===== src/rtl/multicycle_ctrl_fsm_pkg.sv =====
// ---------------------------------------------------------------------------
// mcpu_ctrl_pkg
//   Shared encodings for the multi-cycle MIPS-subset control unit: FSM state
//   codes, OpCode/Funct values, ALUOp codes, datapath mux selects and the
//   bundled control-word struct produced by the output decoder.
// ---------------------------------------------------------------------------
package mcpu_ctrl_pkg;

  // FSM states; codes are visible on state_dbg so they are pinned explicitly.
  typedef enum logic [3:0] {
    S_IF     = 4'd0,
    S_ID     = 4'd1,
    S_MEMADR = 4'd2,
    S_MEMRD  = 4'd3,
    S_MEMWB  = 4'd4,
    S_MEMWR  = 4'd5,
    S_REX    = 4'd6,
    S_RWB    = 4'd7,
    S_BEQ    = 4'd8,
    S_JUMP   = 4'd9,
    S_IEX    = 4'd10,
    S_IWB    = 4'd11,
    S_JAL    = 4'd12,
    S_JR     = 4'd13,
    S_TRAP   = 4'd14
  } state_t;

  // Primary opcodes (IR[31:26])
  localparam logic [5:0] OP_RTYPE = 6'h00;
  localparam logic [5:0] OP_J     = 6'h02;
  localparam logic [5:0] OP_JAL   = 6'h03;
  localparam logic [5:0] OP_BEQ   = 6'h04;
  localparam logic [5:0] OP_ADDI  = 6'h08;
  localparam logic [5:0] OP_ADDIU = 6'h09;
  localparam logic [5:0] OP_SLTI  = 6'h0A;
  localparam logic [5:0] OP_SLTIU = 6'h0B;
  localparam logic [5:0] OP_ANDI  = 6'h0C;
  localparam logic [5:0] OP_ORI   = 6'h0D;
  localparam logic [5:0] OP_LUI   = 6'h0F;
  localparam logic [5:0] OP_LW    = 6'h23;
  localparam logic [5:0] OP_SW    = 6'h2B;

  // R-type function codes that need special handling in the controller
  localparam logic [5:0] FN_SLL  = 6'h00;
  localparam logic [5:0] FN_SRL  = 6'h02;
  localparam logic [5:0] FN_SRA  = 6'h03;
  localparam logic [5:0] FN_JR   = 6'h08;
  localparam logic [5:0] FN_JALR = 6'h09;
  localparam logic [5:0] FN_SLT  = 6'h2A;
  localparam logic [5:0] FN_SLTU = 6'h2B;

  // ALUOp: [2:0] operation, [3] selects signed compare for SLT
  localparam logic [3:0] ALU_ADD   = 4'h0;
  localparam logic [3:0] ALU_SUB   = 4'h1;
  localparam logic [3:0] ALU_FUNCT = 4'h2;
  localparam logic [3:0] ALU_AND   = 4'h3;
  localparam logic [3:0] ALU_OR    = 4'h4;
  localparam logic [3:0] ALU_SLTU  = 4'h5;
  localparam logic [3:0] ALU_SLTS  = 4'hD;

  // Register-file write address select
  localparam logic [1:0] REGDST_RT = 2'b00;
  localparam logic [1:0] REGDST_RD = 2'b01;
  localparam logic [1:0] REGDST_RA = 2'b10;

  // Register-file write data select
  localparam logic [1:0] WB_MDR    = 2'b00;
  localparam logic [1:0] WB_ALUOUT = 2'b01;
  localparam logic [1:0] WB_PC     = 2'b10;

  // ALU operand A select
  localparam logic [1:0] SRCA_PC    = 2'b00;
  localparam logic [1:0] SRCA_A     = 2'b01;
  localparam logic [1:0] SRCA_SHAMT = 2'b10;

  // ALU operand B select
  localparam logic [1:0] SRCB_B       = 2'b00;
  localparam logic [1:0] SRCB_FOUR    = 2'b01;
  localparam logic [1:0] SRCB_IMM     = 2'b10;
  localparam logic [1:0] SRCB_IMM_SH2 = 2'b11;

  // Next-PC select
  localparam logic [1:0] PCSRC_ALU    = 2'b00;
  localparam logic [1:0] PCSRC_ALUOUT = 2'b01;
  localparam logic [1:0] PCSRC_JUMP   = 2'b10;
  localparam logic [1:0] PCSRC_REG    = 2'b11;

  // Complete per-cycle control word driven towards the datapath
  typedef struct packed {
    logic       pc_write;
    logic       pc_write_cond;
    logic       i_or_d;
    logic       mem_read;
    logic       mem_write;
    logic       ir_write;
    logic       reg_write;
    logic       ext_op;
    logic       lui_op;
    logic [1:0] reg_dst;
    logic [1:0] mem_to_reg;
    logic [1:0] alu_src_a;
    logic [1:0] alu_src_b;
    logic [3:0] alu_op;
    logic [1:0] pc_source;
    logic       instr_done;
  } ctrl_t;

  // R-type functions the datapath implements
  function automatic logic is_valid_r_funct(input logic [5:0] funct);
    return (funct inside {[6'h20:6'h27], FN_SLT, FN_SLTU,
                          FN_SLL, FN_SRL, FN_SRA, FN_JR, FN_JALR});
  endfunction

  // Constant shifts take their first operand from the shamt field
  function automatic logic is_shift_funct(input logic [5:0] funct);
    return (funct == FN_SLL) || (funct == FN_SRL) || (funct == FN_SRA);
  endfunction

endpackage


===== src/rtl/multicycle_ctrl_fsm_if.sv =====
// ---------------------------------------------------------------------------
// multicycle_ctrl_fsm_if
//   Bundle between the control FSM and the multi-cycle datapath.
//   master : controller side (drives controls, reads IR fields + mem_ready)
//   slave  : datapath side (the reverse)
//   Signals: OpCode/Funct (IR fields), mem_ready (memory done), datapath
//   enables/selects, instr_done, illegal_instr, state_dbg.
// ---------------------------------------------------------------------------
interface multicycle_ctrl_fsm_if;
  logic [5:0] OpCode;
  logic [5:0] Funct;
  logic       mem_ready;

  logic       PCWrite;
  logic       PCWriteCond;
  logic       IorD;
  logic       MemRead;
  logic       MemWrite;
  logic       IRWrite;
  logic       RegWrite;
  logic       ExtOp;
  logic       LuiOp;
  logic [1:0] RegDst;
  logic [1:0] MemtoReg;
  logic [1:0] ALUSrcA;
  logic [1:0] ALUSrcB;
  logic [3:0] ALUOp;
  logic [1:0] PCSource;
  logic       instr_done;
  logic       illegal_instr;
  logic [3:0] state_dbg;

  modport master (
    input  OpCode, Funct, mem_ready,
    output PCWrite, PCWriteCond, IorD, MemRead, MemWrite, IRWrite, RegWrite,
           ExtOp, LuiOp, RegDst, MemtoReg, ALUSrcA, ALUSrcB, ALUOp, PCSource,
           instr_done, illegal_instr, state_dbg
  );

  modport slave (
    output OpCode, Funct, mem_ready,
    input  PCWrite, PCWriteCond, IorD, MemRead, MemWrite, IRWrite, RegWrite,
           ExtOp, LuiOp, RegDst, MemtoReg, ALUSrcA, ALUSrcB, ALUOp, PCSource,
           instr_done, illegal_instr, state_dbg
  );
endinterface


===== src/rtl/multicycle_ctrl_fsm_outdec.sv =====
// ---------------------------------------------------------------------------
// mcpu_ctrl_outdec
//   Combinational Moore decode of the current FSM state (qualified by the
//   instruction fields, which are stable from ID onward) into the datapath
//   control word. mem_ready only qualifies IRWrite/PCWrite in IF and
//   instr_done in MEMWR.
//   Ports: i_state, i_opcode, i_funct, i_mem_ready -> o_ctrl
// ---------------------------------------------------------------------------
module mcpu_ctrl_outdec
  import mcpu_ctrl_pkg::*;
(
  input  state_t     i_state,
  input  logic [5:0] i_opcode,
  input  logic [5:0] i_funct,
  input  logic       i_mem_ready,
  output ctrl_t      o_ctrl
);

  always_comb begin
    o_ctrl = '0;
    case (i_state)
      S_IF: begin
        // Fetch and PC+4 share the ALU; both commit only when memory delivers.
        o_ctrl.i_or_d    = 1'b0;
        o_ctrl.mem_read  = 1'b1;
        o_ctrl.alu_src_a = SRCA_PC;
        o_ctrl.alu_src_b = SRCB_FOUR;
        o_ctrl.alu_op    = ALU_ADD;
        o_ctrl.pc_source = PCSRC_ALU;
        o_ctrl.ir_write  = i_mem_ready;
        o_ctrl.pc_write  = i_mem_ready;
      end
      S_ID: begin
        // Speculatively compute the branch target into ALUOut.
        o_ctrl.alu_src_a = SRCA_PC;
        o_ctrl.alu_src_b = SRCB_IMM_SH2;
        o_ctrl.alu_op    = ALU_ADD;
        o_ctrl.ext_op    = 1'b1;
      end
      S_MEMADR: begin
        o_ctrl.alu_src_a = SRCA_A;
        o_ctrl.alu_src_b = SRCB_IMM;
        o_ctrl.alu_op    = ALU_ADD;
        o_ctrl.ext_op    = 1'b1;
      end
      S_MEMRD: begin
        o_ctrl.i_or_d   = 1'b1;
        o_ctrl.mem_read = 1'b1;
      end
      S_MEMWB: begin
        o_ctrl.reg_dst    = REGDST_RT;
        o_ctrl.mem_to_reg = WB_MDR;
        o_ctrl.reg_write  = 1'b1;
        o_ctrl.instr_done = 1'b1;
      end
      S_MEMWR: begin
        // Write strobe is held until the memory accepts it.
        o_ctrl.i_or_d     = 1'b1;
        o_ctrl.mem_write  = 1'b1;
        o_ctrl.instr_done = i_mem_ready;
      end
      S_REX: begin
        o_ctrl.alu_src_a = is_shift_funct(i_funct) ? SRCA_SHAMT : SRCA_A;
        o_ctrl.alu_src_b = SRCB_B;
        o_ctrl.alu_op    = ALU_FUNCT;
      end
      S_RWB: begin
        o_ctrl.reg_dst    = REGDST_RD;
        o_ctrl.mem_to_reg = WB_ALUOUT;
        o_ctrl.reg_write  = 1'b1;
        o_ctrl.instr_done = 1'b1;
      end
      S_BEQ: begin
        // Zero flag of A-B gates the write of the ID-computed target.
        o_ctrl.alu_src_a     = SRCA_A;
        o_ctrl.alu_src_b     = SRCB_B;
        o_ctrl.alu_op        = ALU_SUB;
        o_ctrl.pc_write_cond = 1'b1;
        o_ctrl.pc_source     = PCSRC_ALUOUT;
        o_ctrl.instr_done    = 1'b1;
      end
      S_JUMP: begin
        o_ctrl.pc_write   = 1'b1;
        o_ctrl.pc_source  = PCSRC_JUMP;
        o_ctrl.instr_done = 1'b1;
      end
      S_IEX: begin
        o_ctrl.alu_src_a = SRCA_A;
        o_ctrl.alu_src_b = SRCB_IMM;
        // Logical immediates are zero-extended.
        o_ctrl.ext_op    = !((i_opcode == OP_ANDI) || (i_opcode == OP_ORI));
        o_ctrl.lui_op    = (i_opcode == OP_LUI);
        case (i_opcode)
          OP_ANDI:  o_ctrl.alu_op = ALU_AND;
          OP_ORI:   o_ctrl.alu_op = ALU_OR;
          OP_SLTI:  o_ctrl.alu_op = ALU_SLTS;
          OP_SLTIU: o_ctrl.alu_op = ALU_SLTU;
          default:  o_ctrl.alu_op = ALU_ADD;
        endcase
      end
      S_IWB: begin
        o_ctrl.reg_dst    = REGDST_RT;
        o_ctrl.mem_to_reg = WB_ALUOUT;
        o_ctrl.reg_write  = 1'b1;
        o_ctrl.instr_done = 1'b1;
      end
      S_JAL: begin
        // PC already holds PC+4 from IF, so the link value is written on the
        // same edge the PC moves to the jump target.
        o_ctrl.reg_dst    = REGDST_RA;
        o_ctrl.mem_to_reg = WB_PC;
        o_ctrl.reg_write  = 1'b1;
        o_ctrl.pc_write   = 1'b1;
        o_ctrl.pc_source  = PCSRC_JUMP;
        o_ctrl.instr_done = 1'b1;
      end
      S_JR: begin
        o_ctrl.pc_write   = 1'b1;
        o_ctrl.pc_source  = PCSRC_REG;
        o_ctrl.instr_done = 1'b1;
        if (i_funct == FN_JALR) begin
          o_ctrl.reg_write  = 1'b1;
          o_ctrl.reg_dst    = REGDST_RD;
          o_ctrl.mem_to_reg = WB_PC;
        end
      end
      default: begin
        // S_TRAP and unused codes: everything stays inactive.
      end
    endcase
  end

endmodule


===== src/rtl/multicycle_ctrl_fsm.sv =====
// ---------------------------------------------------------------------------
// multicycle_ctrl_fsm
//   Main control FSM of the multi-cycle MIPS-subset CPU. Holds the state
//   register and the sticky illegal-instruction flag, computes the next
//   state from OpCode/Funct/mem_ready and drives the datapath controls
//   through mcpu_ctrl_outdec.
//   Ports: clk (rising edge), reset (async, active low),
//          bus (master modport: IR fields, mem_ready in; controls,
//          instr_done, illegal_instr, state_dbg out)
// ---------------------------------------------------------------------------
module multicycle_ctrl_fsm
  import mcpu_ctrl_pkg::*;
(
  input  logic                       clk,
  input  logic                       reset,
  multicycle_ctrl_fsm_if.master      bus
);

  state_t r_state;
  state_t w_state_next;
  logic   r_illegal;
  logic   w_illegal_next;
  ctrl_t  w_ctrl;
  ctrl_t  w_ctrl_out;

  // State register and sticky trap flag
  always_ff @(posedge clk or negedge reset) begin
    if (!reset) begin
      r_state   <= S_IF;
      r_illegal <= 1'b0;
    end else begin
      r_state   <= w_state_next;
      r_illegal <= w_illegal_next;
    end
  end

  // Next-state logic
  always_comb begin
    w_state_next = r_state;
    case (r_state)
      S_IF:     w_state_next = bus.mem_ready ? S_ID : S_IF;
      S_ID: begin
        case (bus.OpCode)
          OP_LW, OP_SW: w_state_next = S_MEMADR;
          OP_RTYPE: begin
            if ((bus.Funct == FN_JR) || (bus.Funct == FN_JALR))
              w_state_next = S_JR;
            else if (is_valid_r_funct(bus.Funct))
              w_state_next = S_REX;
            else
              w_state_next = S_TRAP;
          end
          OP_BEQ:   w_state_next = S_BEQ;
          OP_J:     w_state_next = S_JUMP;
          OP_JAL:   w_state_next = S_JAL;
          OP_ADDI, OP_ADDIU, OP_SLTI, OP_SLTIU, OP_ANDI, OP_ORI, OP_LUI:
                    w_state_next = S_IEX;
          default:  w_state_next = S_TRAP;
        endcase
      end
      S_MEMADR: w_state_next = (bus.OpCode == OP_LW) ? S_MEMRD : S_MEMWR;
      S_MEMRD:  w_state_next = bus.mem_ready ? S_MEMWB : S_MEMRD;
      S_MEMWR:  w_state_next = bus.mem_ready ? S_IF : S_MEMWR;
      S_REX:    w_state_next = S_RWB;
      S_IEX:    w_state_next = S_IWB;
      S_MEMWB, S_RWB, S_IWB, S_BEQ, S_JUMP, S_JAL, S_JR:
                w_state_next = S_IF;
      S_TRAP:   w_state_next = S_TRAP;
      default:  w_state_next = S_IF;
    endcase
  end

  // Flag latches on the transition into TRAP and then holds until reset.
  assign w_illegal_next = r_illegal | (w_state_next == S_TRAP);

  mcpu_ctrl_outdec u_outdec (
    .i_state     (r_state),
    .i_opcode    (bus.OpCode),
    .i_funct     (bus.Funct),
    .i_mem_ready (bus.mem_ready),
    .o_ctrl      (w_ctrl)
  );

  // While reset is held every control is forced inactive, including the
  // combinational IF decode that would otherwise assert MemRead.
  assign w_ctrl_out = reset ? w_ctrl : '0;

  assign bus.PCWrite       = w_ctrl_out.pc_write;
  assign bus.PCWriteCond   = w_ctrl_out.pc_write_cond;
  assign bus.IorD          = w_ctrl_out.i_or_d;
  assign bus.MemRead       = w_ctrl_out.mem_read;
  assign bus.MemWrite      = w_ctrl_out.mem_write;
  assign bus.IRWrite       = w_ctrl_out.ir_write;
  assign bus.RegWrite      = w_ctrl_out.reg_write;
  assign bus.ExtOp         = w_ctrl_out.ext_op;
  assign bus.LuiOp         = w_ctrl_out.lui_op;
  assign bus.RegDst        = w_ctrl_out.reg_dst;
  assign bus.MemtoReg      = w_ctrl_out.mem_to_reg;
  assign bus.ALUSrcA       = w_ctrl_out.alu_src_a;
  assign bus.ALUSrcB       = w_ctrl_out.alu_src_b;
  assign bus.ALUOp         = w_ctrl_out.alu_op;
  assign bus.PCSource      = w_ctrl_out.pc_source;
  assign bus.instr_done    = w_ctrl_out.instr_done;
  assign bus.illegal_instr = r_illegal;
  assign bus.state_dbg     = r_state;

endmodule


===== src/flat_wrapper.sv =====
// flat-port wrapper written by rule: the top's interface ports become plain ports
module multicycle_ctrl_fsm_flat import mcpu_ctrl_pkg::*;
  (clk, reset, bus_OpCode, bus_Funct, bus_mem_ready, bus_PCWrite, bus_PCWriteCond, bus_IorD, bus_MemRead, bus_MemWrite, bus_IRWrite, bus_RegWrite, bus_ExtOp, bus_LuiOp, bus_RegDst, bus_MemtoReg, bus_ALUSrcA, bus_ALUSrcB, bus_ALUOp, bus_PCSource, bus_instr_done, bus_illegal_instr, bus_state_dbg);
  multicycle_ctrl_fsm_if bus_i ();
  input  logic clk;
  input  logic reset;
  input wire logic [$bits(bus_i.OpCode)-1:0] bus_OpCode;
  input wire logic [$bits(bus_i.Funct)-1:0] bus_Funct;
  input wire logic [$bits(bus_i.mem_ready)-1:0] bus_mem_ready;
  output wire logic [$bits(bus_i.PCWrite)-1:0] bus_PCWrite;
  output wire logic [$bits(bus_i.PCWriteCond)-1:0] bus_PCWriteCond;
  output wire logic [$bits(bus_i.IorD)-1:0] bus_IorD;
  output wire logic [$bits(bus_i.MemRead)-1:0] bus_MemRead;
  output wire logic [$bits(bus_i.MemWrite)-1:0] bus_MemWrite;
  output wire logic [$bits(bus_i.IRWrite)-1:0] bus_IRWrite;
  output wire logic [$bits(bus_i.RegWrite)-1:0] bus_RegWrite;
  output wire logic [$bits(bus_i.ExtOp)-1:0] bus_ExtOp;
  output wire logic [$bits(bus_i.LuiOp)-1:0] bus_LuiOp;
  output wire logic [$bits(bus_i.RegDst)-1:0] bus_RegDst;
  output wire logic [$bits(bus_i.MemtoReg)-1:0] bus_MemtoReg;
  output wire logic [$bits(bus_i.ALUSrcA)-1:0] bus_ALUSrcA;
  output wire logic [$bits(bus_i.ALUSrcB)-1:0] bus_ALUSrcB;
  output wire logic [$bits(bus_i.ALUOp)-1:0] bus_ALUOp;
  output wire logic [$bits(bus_i.PCSource)-1:0] bus_PCSource;
  output wire logic [$bits(bus_i.instr_done)-1:0] bus_instr_done;
  output wire logic [$bits(bus_i.illegal_instr)-1:0] bus_illegal_instr;
  output wire logic [$bits(bus_i.state_dbg)-1:0] bus_state_dbg;
  assign bus_i.OpCode = bus_OpCode;
  assign bus_i.Funct = bus_Funct;
  assign bus_i.mem_ready = bus_mem_ready;
  assign bus_PCWrite = bus_i.PCWrite;
  assign bus_PCWriteCond = bus_i.PCWriteCond;
  assign bus_IorD = bus_i.IorD;
  assign bus_MemRead = bus_i.MemRead;
  assign bus_MemWrite = bus_i.MemWrite;
  assign bus_IRWrite = bus_i.IRWrite;
  assign bus_RegWrite = bus_i.RegWrite;
  assign bus_ExtOp = bus_i.ExtOp;
  assign bus_LuiOp = bus_i.LuiOp;
  assign bus_RegDst = bus_i.RegDst;
  assign bus_MemtoReg = bus_i.MemtoReg;
  assign bus_ALUSrcA = bus_i.ALUSrcA;
  assign bus_ALUSrcB = bus_i.ALUSrcB;
  assign bus_ALUOp = bus_i.ALUOp;
  assign bus_PCSource = bus_i.PCSource;
  assign bus_instr_done = bus_i.instr_done;
  assign bus_illegal_instr = bus_i.illegal_instr;
  assign bus_state_dbg = bus_i.state_dbg;
  multicycle_ctrl_fsm u_core (.clk(clk), .reset(reset), .bus(bus_i));
endmodule

===== config.mk =====
export PLATFORM = sky130hd
export DESIGN_NAME = multicycle_ctrl_fsm_flat
export DESIGN_NICKNAME = d
export VERILOG_FILES = /design/src/rtl/multicycle_ctrl_fsm_pkg.sv /design/src/rtl/multicycle_ctrl_fsm_if.sv /design/src/rtl/multicycle_ctrl_fsm_outdec.sv /design/src/rtl/multicycle_ctrl_fsm.sv /design/src/flat_wrapper.sv
export SDC_FILE = /design/constraint.sdc
export NUM_CORES = 1
export LEC_CHECK = 0
export BUFFER_PORTS_ARGS = -buffer_cell sky130_fd_sc_hd__clkbuf_2
export CORE_MARGIN = 2
export CORE_UTILIZATION = 41
export DETAILED_ROUTE_END_ITERATION = 8
export HOLD_SLACK_MARGIN = 0.02
export PLACE_DENSITY = 0.83
export SETUP_SLACK_MARGIN = 0.5
export SLEW_MARGIN = 20
export SYNTH_ARGS = -nofsm -noshare
export SYNTH_HDL_FRONTEND = slang
export SYNTH_HIERARCHICAL = 1
export SYNTH_SLANG_ARGS = --single-unit

===== constraint.sdc =====
create_clock -name clk -period 1.7 [get_ports clk]
set_input_delay 0.085 -clock clk [delete_from_list [all_inputs] [get_ports clk]]
set_output_delay 0.085 -clock clk [all_outputs]
set_load 0.005 [all_outputs]

==> key figures <==
CTS
  • Clock root buffer: clkbuf_4
  • CTS Sinks: 5
  • Skew-Pair Late Insertion Delay: 0.25 ns
  • CTS buffer count: 3
  • CTS H-tree lvls: 1
  • Clock buffer depth: 2
  • CTS tree: built
  • CTS clk-pin slew, worst paths: 0.05 ns

Timing
  • Hold Slack: 0.292 ns
  • Final setup vio count: 7
  • Tcrit/Tclk final: 105%
  • Final Hold Viols: 0
  • Max-slew headroom at the worst pin: 62.1%
  • Slew @ Worst Pin: 0.561 ns
  • Fmax: 558 MHz
  • Count of pins over their slew limit: 0
  • Setup TNS: -0.271 ns
  • Setup Skew: 0.00627 ns
  • Final setup margin: -0.0934 ns
  • RSZ-0062 raised after global routing: yes
  • Final min period: 1.79 ns

GRT
  • Gr usage total: 29.4%
  • First-pass GRT wire length: 6.22 mm
  • Initial antenna violation count: 0
  • Pin count of the biggest net entering global routing: 26
  • Number of global-route vias before repair: 1321
  • GRT Residual Overflow: 0

Power
  • Leak: 0.000879 uW
  • P per Cell Area: 1560 mW/mm^2
  • Peak VDD IR: 1630 uV

Floorplanning
  • Rows: 18
  • Die height: 53.8 um
  • Die area: 0.00290 sq mm
  • # IOs: 44
  • Core ar.: 0.00241 sq mm
  • Die W: 53.8 um
  • Starting Density: 42.2%

Worst setup path
  • Critical path class: flip-flop to output pin
  • CP arrival: 1.71 ns
  • Data required, critical path: 1.62 ns
  • Critical-path cell list: buf_6, or3b_1, a21oi_2, o21a_1, and2_1, buf_2
  • CP endpoint kind: output pin
  • CP Max Fanout: 3
  • Slowest stage delay, CP: 0.43 ns
  • Worst path slowest cell: dfrtp_2
  • Startpoint Class: flip-flop

Synthesis
  • Synth Area in XOR/XNOR: 2.58%
  • Post-synthesis adder-cell area fraction: 0%
  • Main flop type after synthesis: dfrtp_1
  • Netlist cell types: 54
  • Mapped cell area: 0.00102 sq mm
  • Post-synth EDFFs: 0
  • Sequential-to-total area share from yosys stat: 12.3%
  • Ys async rst share: 100%
  • Synth Area in Compound Gates: 25.7%
  • Synth warn: 6
  • Syn Area/Cell: 7.06 sq um
  • Synthesized flop and latch total: 5
  • Largest cells by area after synthesis: and2_1 15%, dfrtp_1 12%, nor2_1 4.4%
  • Syn nets: 159
  • Cells after synthesis: 144
  • Mux cell area share after synthesis: 2.09%
  • Largest family of logic cells by synthesized area: simple AND/OR/NAND/NOR gates
  • Largest area contributor in the netlist: and2_1
  • Simple-Gate Fraction of Synth Area: 52.2%
  • Post-synth top area share: 15.4%

Cells and area
  • Multi-input gate area: 0.00114 sq mm
  • Commonest non-fill, non-tap cell in the layout: clkbuf_2
  • FILL cells: 141
  • Fin util: 82.6%
  • Layout cells sized above 1: 64.1%
  • Ant diodes: 0
  • Area Growth Syn to Fin: 95.7%
  • Final cell count without fillers: 253
  • Most frequent cells in the layout: 30 x clkbuf_2, 24 x and2_1, 19 x buf_6, 19 x buf_4, 11 x buf_2
  • FF/Latch Area: 130 sq um
  • Final net count: 239

Routing
  • Vias per inst: 5.97
  • Total number of vias: 1510
  • DRT Wirelength: 4.81 mm
  • Iter 0 DRT Violations: 57
  • Residual DRC count: 0
  • First-pass DRT Iterations: 5
  • Post-route ant nets: 0
  • Wire per inst: 19.0 um

Placement
  • IO Port Bufs: 43
  • Final HPWL DP: 2.05 mm
  • Placer Congestion: 0.863
  • Placed cells: 215

Run
  • Max Cap Viol: 0

Run status
  • Violated checks: negative setup slack
  • Outcome: finished, violations left

Min path
  • Worst hold path class: primary input to flip-flop
[through the flow]
step / setup WS [ns] / instance area (sq um) / total power [uW]
4_1_cts: -0.0307 / 1750 / 2380
3_3_place_gp: 0.119 / 1310 / 1480
3_5_place_dp: 0.138 / 1310 / 1490
2_1_floorplan: 0.246 / 1050 / 1120
6_report: -0.0934 / 1990 / 3110
5_1_grt: -0.131 / 1990 / 3250
[metal layers]
layer  part of all wire (%)  routed length (um)  vias up  track usage, %
li1                       -                   -      685               -
met1                     40                1900      712            35.6
met2                     50                2410       97            53.5
met3                    7.8                 374       16            4.72
met4                    2.6                 123        0            6.84
met5                      0                   0        -               0
[final cells by class]
cell class,count,share of cell area (%)
Sequential cell,5,6.54
Inverter,4,1.38
Multi-Input combinational cell,127,57.4
Timing Repair Buffer,83,31.5
Clock buffer,4,1.32
Tap cell,30,1.89
[worst max-delay path: cells and delay by family, from the launching register on]
family,cells,cell delay (ns)
AO/OA/AOI/OAI,2,0.30
flip-flops,1,0.43
buffers and inverters,2,0.25
AND/OR/NAND/NOR,2,0.50
[cell families (layout without fill, tap and decap cells)]
kind of cell    Yosys count  after routing
buf+inv                  12             91
mux                       2              2
compound gates           36             36
simple gates             86             86
flops                     5              5
xor+xnor                  3              3
[report_power, final]
group          switching, uW  leakage (uW)  internal [uW]
logic                   1300      0.000806           1390
clock network           54.4     0.0000150           89.1
registers               98.3     0.0000580            181
total                   1450      0.000879           1660
[worst paths after layout]
path                                               start                        to  slack, ns  cells after the start
worst min register to register  u_core/bus.illegal_instr  u_core/bus.illegal_instr       0.48                      1
worst max-delay path             u_core/bus.state_dbg[3]                 bus_ExtOp      -0.09                      6
worst max register to register   u_core/bus.state_dbg[1]  u_core/bus.illegal_instr       0.01                      7
max in group asynchronous                          reset   u_core/bus.state_dbg[0]       0.94                      2
worst min-delay path                       bus_OpCode[5]   u_core/bus.state_dbg[2]       0.29                      3
min in group asynchronous                          reset  u_core/bus.illegal_instr       0.54                      2
[sequential cells by signal (all words and copies together) (netlist names)]
signal                    cells
u_core/bus.state_dbg          4
u_core/bus.illegal_instr      1
[cells in the mapped netlist (2+ instances only)]
library cell  instances
a211oi_2              2
and2_1               25
nand2b_1              6
nand3_1               3
nor2_1               12
o21ai_1               3
a21oi_1               8
clkbuf_1              4
nor3_2                3
xor2_1                3
o31ai_1               3
buf_2                 3
dfrtp_1               5
o21ai_0               2
inv_1                 3
and3_1                5
nor2b_1               3
o22ai_1               2
o21a_1                2
or3_1                 2
a31oi_1               2
nand2_1               5
nand3b_1              3
nor3_1                5
[timing repair]
action / in CTS / in global routing
cloned: 1 / 0
endpoints found under the setup margin: 29 / 30
hold endpoints to repair: 5 / 0
resized for setup: 46 / 57
pin swaps: 22 / 14
hold buffers: 1 / 0
buffers inserted: 28 / 4
No activity file was read; power rests on OpenSTA's default activity.
